## src/rtl/ready_arbiter.sv

```systemverilog
// ready_arbiter: round-robin arbiter for one single-owner resource shared by N
// requesters over a req/grant/done handshake. A per-grant watchdog revokes a
// grant whose owner never signals completion. Every grant is followed by a
// one-cycle RELEASE state, so grants are separated by at least two idle cycles.
//
// Ports:
//   clk           rising-edge clock
//   rst_n         asynchronous active-low reset
//   req[N]        request levels, held high while waiting
//   done[N]       completion strobes; only the current owner's bit is honoured
//   grant[N]      one-hot grant, zero when the resource is free
//   grant_id      index of the current or most recent owner
//   busy          high while a grant is held
//   timeout_pulse one-cycle pulse after a watchdog revocation
//   grant_count   number of grants issued, modulo 2^16
module ready_arbiter #(
    parameter int unsigned N       = 4,
    parameter int unsigned TIMEOUT = 16
) (
    input  logic                 clk,
    input  logic                 rst_n,
    input  logic [N-1:0]         req,
    input  logic [N-1:0]         done,
    output logic [N-1:0]         grant,
    output logic [$clog2(N)-1:0] grant_id,
    output logic                 busy,
    output logic                 timeout_pulse,
    output logic [15:0]          grant_count
);

    localparam int unsigned IDW = $clog2(N);
    localparam int unsigned TW  = 8;
    localparam int unsigned CW  = 16;

    typedef enum logic [1:0] {
        ST_IDLE    = 2'd0,
        ST_GRANT   = 2'd1,
        ST_RELEASE = 2'd2
    } state_e;

    state_e          state_q,         state_d;
    logic [N-1:0]    grant_q,         grant_d;
    logic [IDW-1:0]  grant_id_q,      grant_id_d;
    logic            busy_q,          busy_d;
    logic            timeout_pulse_q, timeout_pulse_d;
    logic [CW-1:0]   grant_count_q,   grant_count_d;
    logic [TW-1:0]   timer_q,         timer_d;

    logic            sel_found_c;
    logic [IDW-1:0]  sel_id_c;
    logic [IDW-1:0]  scan_id_c;
    logic            owner_done_c;
    logic            timer_expired_c;

    // Round-robin pick: first requester after the last owner, wrapping modulo N.
    always_comb begin
        sel_found_c = 1'b0;
        sel_id_c    = '0;
        scan_id_c   = '0;
        for (int unsigned i = 1; i <= N; i++) begin
            scan_id_c = IDW'((32'(grant_id_q) + i) % N);
            if (!sel_found_c && req[scan_id_c]) begin
                sel_found_c = 1'b1;
                sel_id_c    = scan_id_c;
            end
        end
    end

    // Only the owner's done bit counts; other requesters cannot end a grant.
    assign owner_done_c    = done[grant_id_q];
    assign timer_expired_c = (timer_q == TW'(TIMEOUT - 1));

    // Next-state and registered-output computation.
    always_comb begin
        state_d         = state_q;
        grant_d         = grant_q;
        grant_id_d      = grant_id_q;
        busy_d          = busy_q;
        timeout_pulse_d = 1'b0;
        grant_count_d   = grant_count_q;
        timer_d         = timer_q;

        case (state_q)
            ST_IDLE: begin
                grant_d = '0;
                busy_d  = 1'b0;
                if (sel_found_c) begin
                    grant_d       = {{(N-1){1'b0}}, 1'b1} << sel_id_c;
                    grant_id_d    = sel_id_c;
                    busy_d        = 1'b1;
                    timer_d       = '0;
                    grant_count_d = grant_count_q + CW'(1);
                    state_d       = ST_GRANT;
                end
            end
            ST_GRANT: begin
                // done has priority over an expiry on the same edge
                if (owner_done_c) begin
                    grant_d = '0;
                    busy_d  = 1'b0;
                    state_d = ST_RELEASE;
                end else if (timer_expired_c) begin
                    grant_d         = '0;
                    busy_d          = 1'b0;
                    timeout_pulse_d = 1'b1;
                    state_d         = ST_RELEASE;
                end else begin
                    timer_d = timer_q + TW'(1);
                end
            end
            ST_RELEASE: begin
                grant_d = '0;
                busy_d  = 1'b0;
                state_d = ST_IDLE;
            end
            default: begin
                grant_d = '0;
                busy_d  = 1'b0;
                state_d = ST_IDLE;
            end
        endcase
    end

    // State and output registers; reset parks priority so requester 0 goes first.
    always_ff @(posedge clk or negedge rst_n) begin
        if (!rst_n) begin
            state_q         <= ST_IDLE;
            grant_q         <= '0;
            grant_id_q      <= IDW'(N - 1);
            busy_q          <= 1'b0;
            timeout_pulse_q <= 1'b0;
            grant_count_q   <= '0;
            timer_q         <= '0;
        end else begin
            state_q         <= state_d;
            grant_q         <= grant_d;
            grant_id_q      <= grant_id_d;
            busy_q          <= busy_d;
            timeout_pulse_q <= timeout_pulse_d;
            grant_count_q   <= grant_count_d;
            timer_q         <= timer_d;
        end
    end

    assign grant         = grant_q;
    assign grant_id      = grant_id_q;
    assign busy          = busy_q;
    assign timeout_pulse = timeout_pulse_q;
    assign grant_count   = grant_count_q;

endmodule
```

## config.mk

```make
export PLATFORM = sky130hd
export DESIGN_NAME = ready_arbiter
export DESIGN_NICKNAME = d
export VERILOG_FILES = /design/src/rtl/ready_arbiter.sv
export SDC_FILE = /design/constraint.sdc
export NUM_CORES = 1
export LEC_CHECK = 0
export ABC_AREA = 1
export ABC_CLOCK_PERIOD_IN_PS = 2200
export CAP_MARGIN = 20
export CORE_AREA = 2 2 96 52
export DETAILED_ROUTE_END_ITERATION = 10
export DIE_AREA = 0 0 98 54
export HOLD_SLACK_MARGIN = 0.02
export PLACE_DENSITY = 0.66
export SLEW_MARGIN = 20
export SYNTH_ARGS = -nofsm -noshare
export SYNTH_HDL_FRONTEND = slang
export SYNTH_SLANG_ARGS = --single-unit
```

## constraint.sdc

```tcl
create_clock -name clk -period 2.2 [get_ports clk]
set_input_delay 0.22 -clock clk [delete_from_list [all_inputs] [get_ports clk]]
set_output_delay 0.22 -clock clk [all_outputs]
set_load 0.02 [all_outputs]
```

==> results of run 1 <==
-- timing repair --
item / 4_1_cts / 5_1_grt
gates resized for setup: 0 / 1
setup buffers: 0 / 0
endpoints found under the setup margin: 0 / 2
endpoints found under the hold margin: 0 / 0
hold buffers: 0 / 0
-- per-stage QoR --
step	instances	area (sq um)
2_1_floorplan	248	1940
3_3_place_gp	338	2310
3_5_place_dp	338	2310
4_1_cts	346	2400
5_1_grt	346	2410
6_report	346	2410
-- cell type report --
class / instances / area share, %
tap: 60 / 3.12
inverter: 25 / 3.90
sequential: 34 / 35.4
timing repair buffer: 36 / 14.6
clock buffer: 8 / 3.74
multi-input combinational: 183 / 39.2
-- state kept, by name (all words and copies together) (netlist names) --
name and cells:
grant_count 16, timer_q 8, grant 4, grant_id 2, state_q 2, busy 1
timeout_pulse 1
-- layout by cell type, fill, tap and decap left out, types with 13 or more instances in the layout --
cell and count:
dfrtp_1 32, xor2_1 13, inv_1 23, nand2_1 72
nor2_1 25, o21ai_0 13, nand3_1 17, clkdlybuf4s50_1 33
-- worst paths after layout --
path,endpoint,slack (ns)
worst max-delay path,timer_q[4],0.19
worst min-delay path,grant_count[3],0.32
worst max register to register,timer_q[4],0.19
worst min register to register,grant[2],0.48
max in group asynchronous,grant_id[1],1.53
min in group clk,grant[2],0.48
-- cell families (layout without fill, tap and decap cells) --
family | Yosys count | in the layout | synth area share, %
and+or+nand+nor | 140 | 140 | 32.3
xor gates and xnor gates | 17 | 17 | 7.69
adders and majority gates | 2 | 2 | 1.29
buffers and inverters | 31 | 69 | 7.43
DFF | 34 | 34 | 44.1
AOI/OAI and AO/OA | 24 | 24 | 7.24
-- worst register-to-register path, stage by stage (launching register included) --
cell	delay, ns
dfstp_2	0.69
inv_2	0.16
nand2_1	0.14
nand3_2	0.07
nand2_2	0.13
nand3_2	0.08
nand2_2	0.06
buf_4	0.19
nand2_4	0.13
inv_1	0.14
nor2_1	0.06
nor2_1	0.09
-- where the power goes --
group	switching, mW	internal (mW)	leakage (nW)
Combinational	0.980	0.580	0.602
Clock	0.228	0.255	0.0455
Sequential	0.207	0.811	0.443
-- per-layer routing --
metal | global-route usage, % | routed length [um] | vias to the layer above
met3 | 4.81 | 238 | 4
met4 | 6.25 | 45 | 0
met2 | 23.4 | 1570 | 45
met5 | 0 | 0 | -
met1 | 27.5 | 2450 | 786
li1 | - | - | 860
==> impl_metrics.tcl, run 1 <==
set metrics [dict create \
    antenna_cells 0 \
    setup_viol 0 \
    r2r-start "grant_id[0]" \
    holdWs_ns 0.324 \
    slew_violations 0 \
    cts_tree "done" \
    worstSkewPairLatency_ns 0.29 \
    cts-htree-levels 2 \
    hp-class "primary input to asynchronous set/reset pin" \
    fin_setup_tns_ns 0 \
    seq_area_frac_synth_pct 44.1 \
    cpMaxStageDelayCell "dfstp_2" \
    die-area_sq_um 5290 \
    synth_edf_count 0 \
    p_leak_nw 1.09 \
    skew_ns 0.00791 \
    ir_worst_vdd_v 0.000383 \
    cts_inserted_buffers 5 \
    cts-root-buf "clkbuf_8" \
    outcome "complete, no violations" \
    rows 18 \
    routedWlPerCell_um 12.4 \
    max_freq_mhz 499 \
    multi_input_area_sq_um 943 \
    period_needed_ns 2.01 \
    synth_seq_cells 34 \
    synthArstFlopShare_pct 100 \
    route.vias.total 1695 \
    grt_pass1_wl_um 7170 \
    netlist_area_sq_um 1940 \
    via_per_inst 4.90 \
    start_util_pct 42.3 \
    synth_top_area_cell "dfrtp_1" \
    avgSynthCellArea_sq_um 7.80 \
    fillerInstances 449 \
    crit_fanout 12 \
    final-hold-violation-count 0 \
    p_per_area_nw_per_um2 1270 \
    synthCells 248 \
    synth.distinct_cells 28 \
    worst-setup-path-type "flop to flop" \
    worst_slew_pin_slew_ns 0.430 \
    wl_um 4310 \
    cp.required_ns 2.43 \
    yosysMostFrequentCell "nand2_1" \
    reg2reg_depth 11 \
    start_kind "flop" \
    grt_overflow_total 0 \
    seq_area_sq_um 853 \
    syn_to_final_growth_pct 24.4 \
    grt_pass1_vias 1505 \
    die_y_um 54 \
    drive_above_1_share_pct 10.1 \
    critical_path_arrival_ns 2.23 \
    crit_path_cell_trace "inv_2, nand2_1, nand3_2, nand2_2, nand3_2, nand2_2, buf_4, nand2_4, inv_1, nor2_1, nor2_1" \
    drt.antenna.violating_nets 0 \
    drc 0 \
    ys_top_cells_by_area "dfrtp_1 (41%), nand2_1 (14%), xor2_1 (5.9%)" \
    maxSlewHeadroom_pct 71.4 \
    drtPass1Iterations 4 \
    crit_cells 11 \
    setup.worst_path.start "grant_id[0]" \
    netlist_top_cells_count "nand2_1 (72), dfrtp_1 (32), nor2_1 (25), inv_1 (23), nand3_1 (18)" \
    clkSlewWorstSetupHoldPaths_ns 0.07 \
    slowest_delay_ns 0.69 \
    power_mw 3.06 \
    cap_violations 0 \
    syn-num-nets 260 \
    core_area_sq_um 4570 \
    gr-usage-all-layers_pct 17.8 \
    finish.net_count 297 \
    place_ws_ns 0.202 \
    post-route-util_pct 52.7 \
    grt_start_max_net_pins 35 \
    clkSinkCount 34 \
    synth_flop_cell "dfrtp_1" \
    gp_congestion 0.798 \
    synth_top_area_share_pct 41.4 \
    io-pin-count 34 \
    worst-path-buf-inv 3 \
    dieWidth_um 98 \
    drtIter0Drc 86 \
    period_share_pct 91.2 \
    hpwl_um 3300 \
    fin_ws_ns 0.194 \
    end_kind "flop" \
    path_delay_family "simple AND/OR/NAND/NOR gates" \
    antenna_found_initial 0 \
    clk_path_buf_depth 2 \
    rsz0062_at_grt "no" \
    io_buffers 33 \
    ys_warn_count 0 \
]
Power figures use the tool's default switching activity.
==> run 2, diff against run 1 <==
SLEW_MARGIN = default   (was 20)
==> results of run 2 <==
Same layout as run 1: the final DEF is identical, and so are final timing and power.
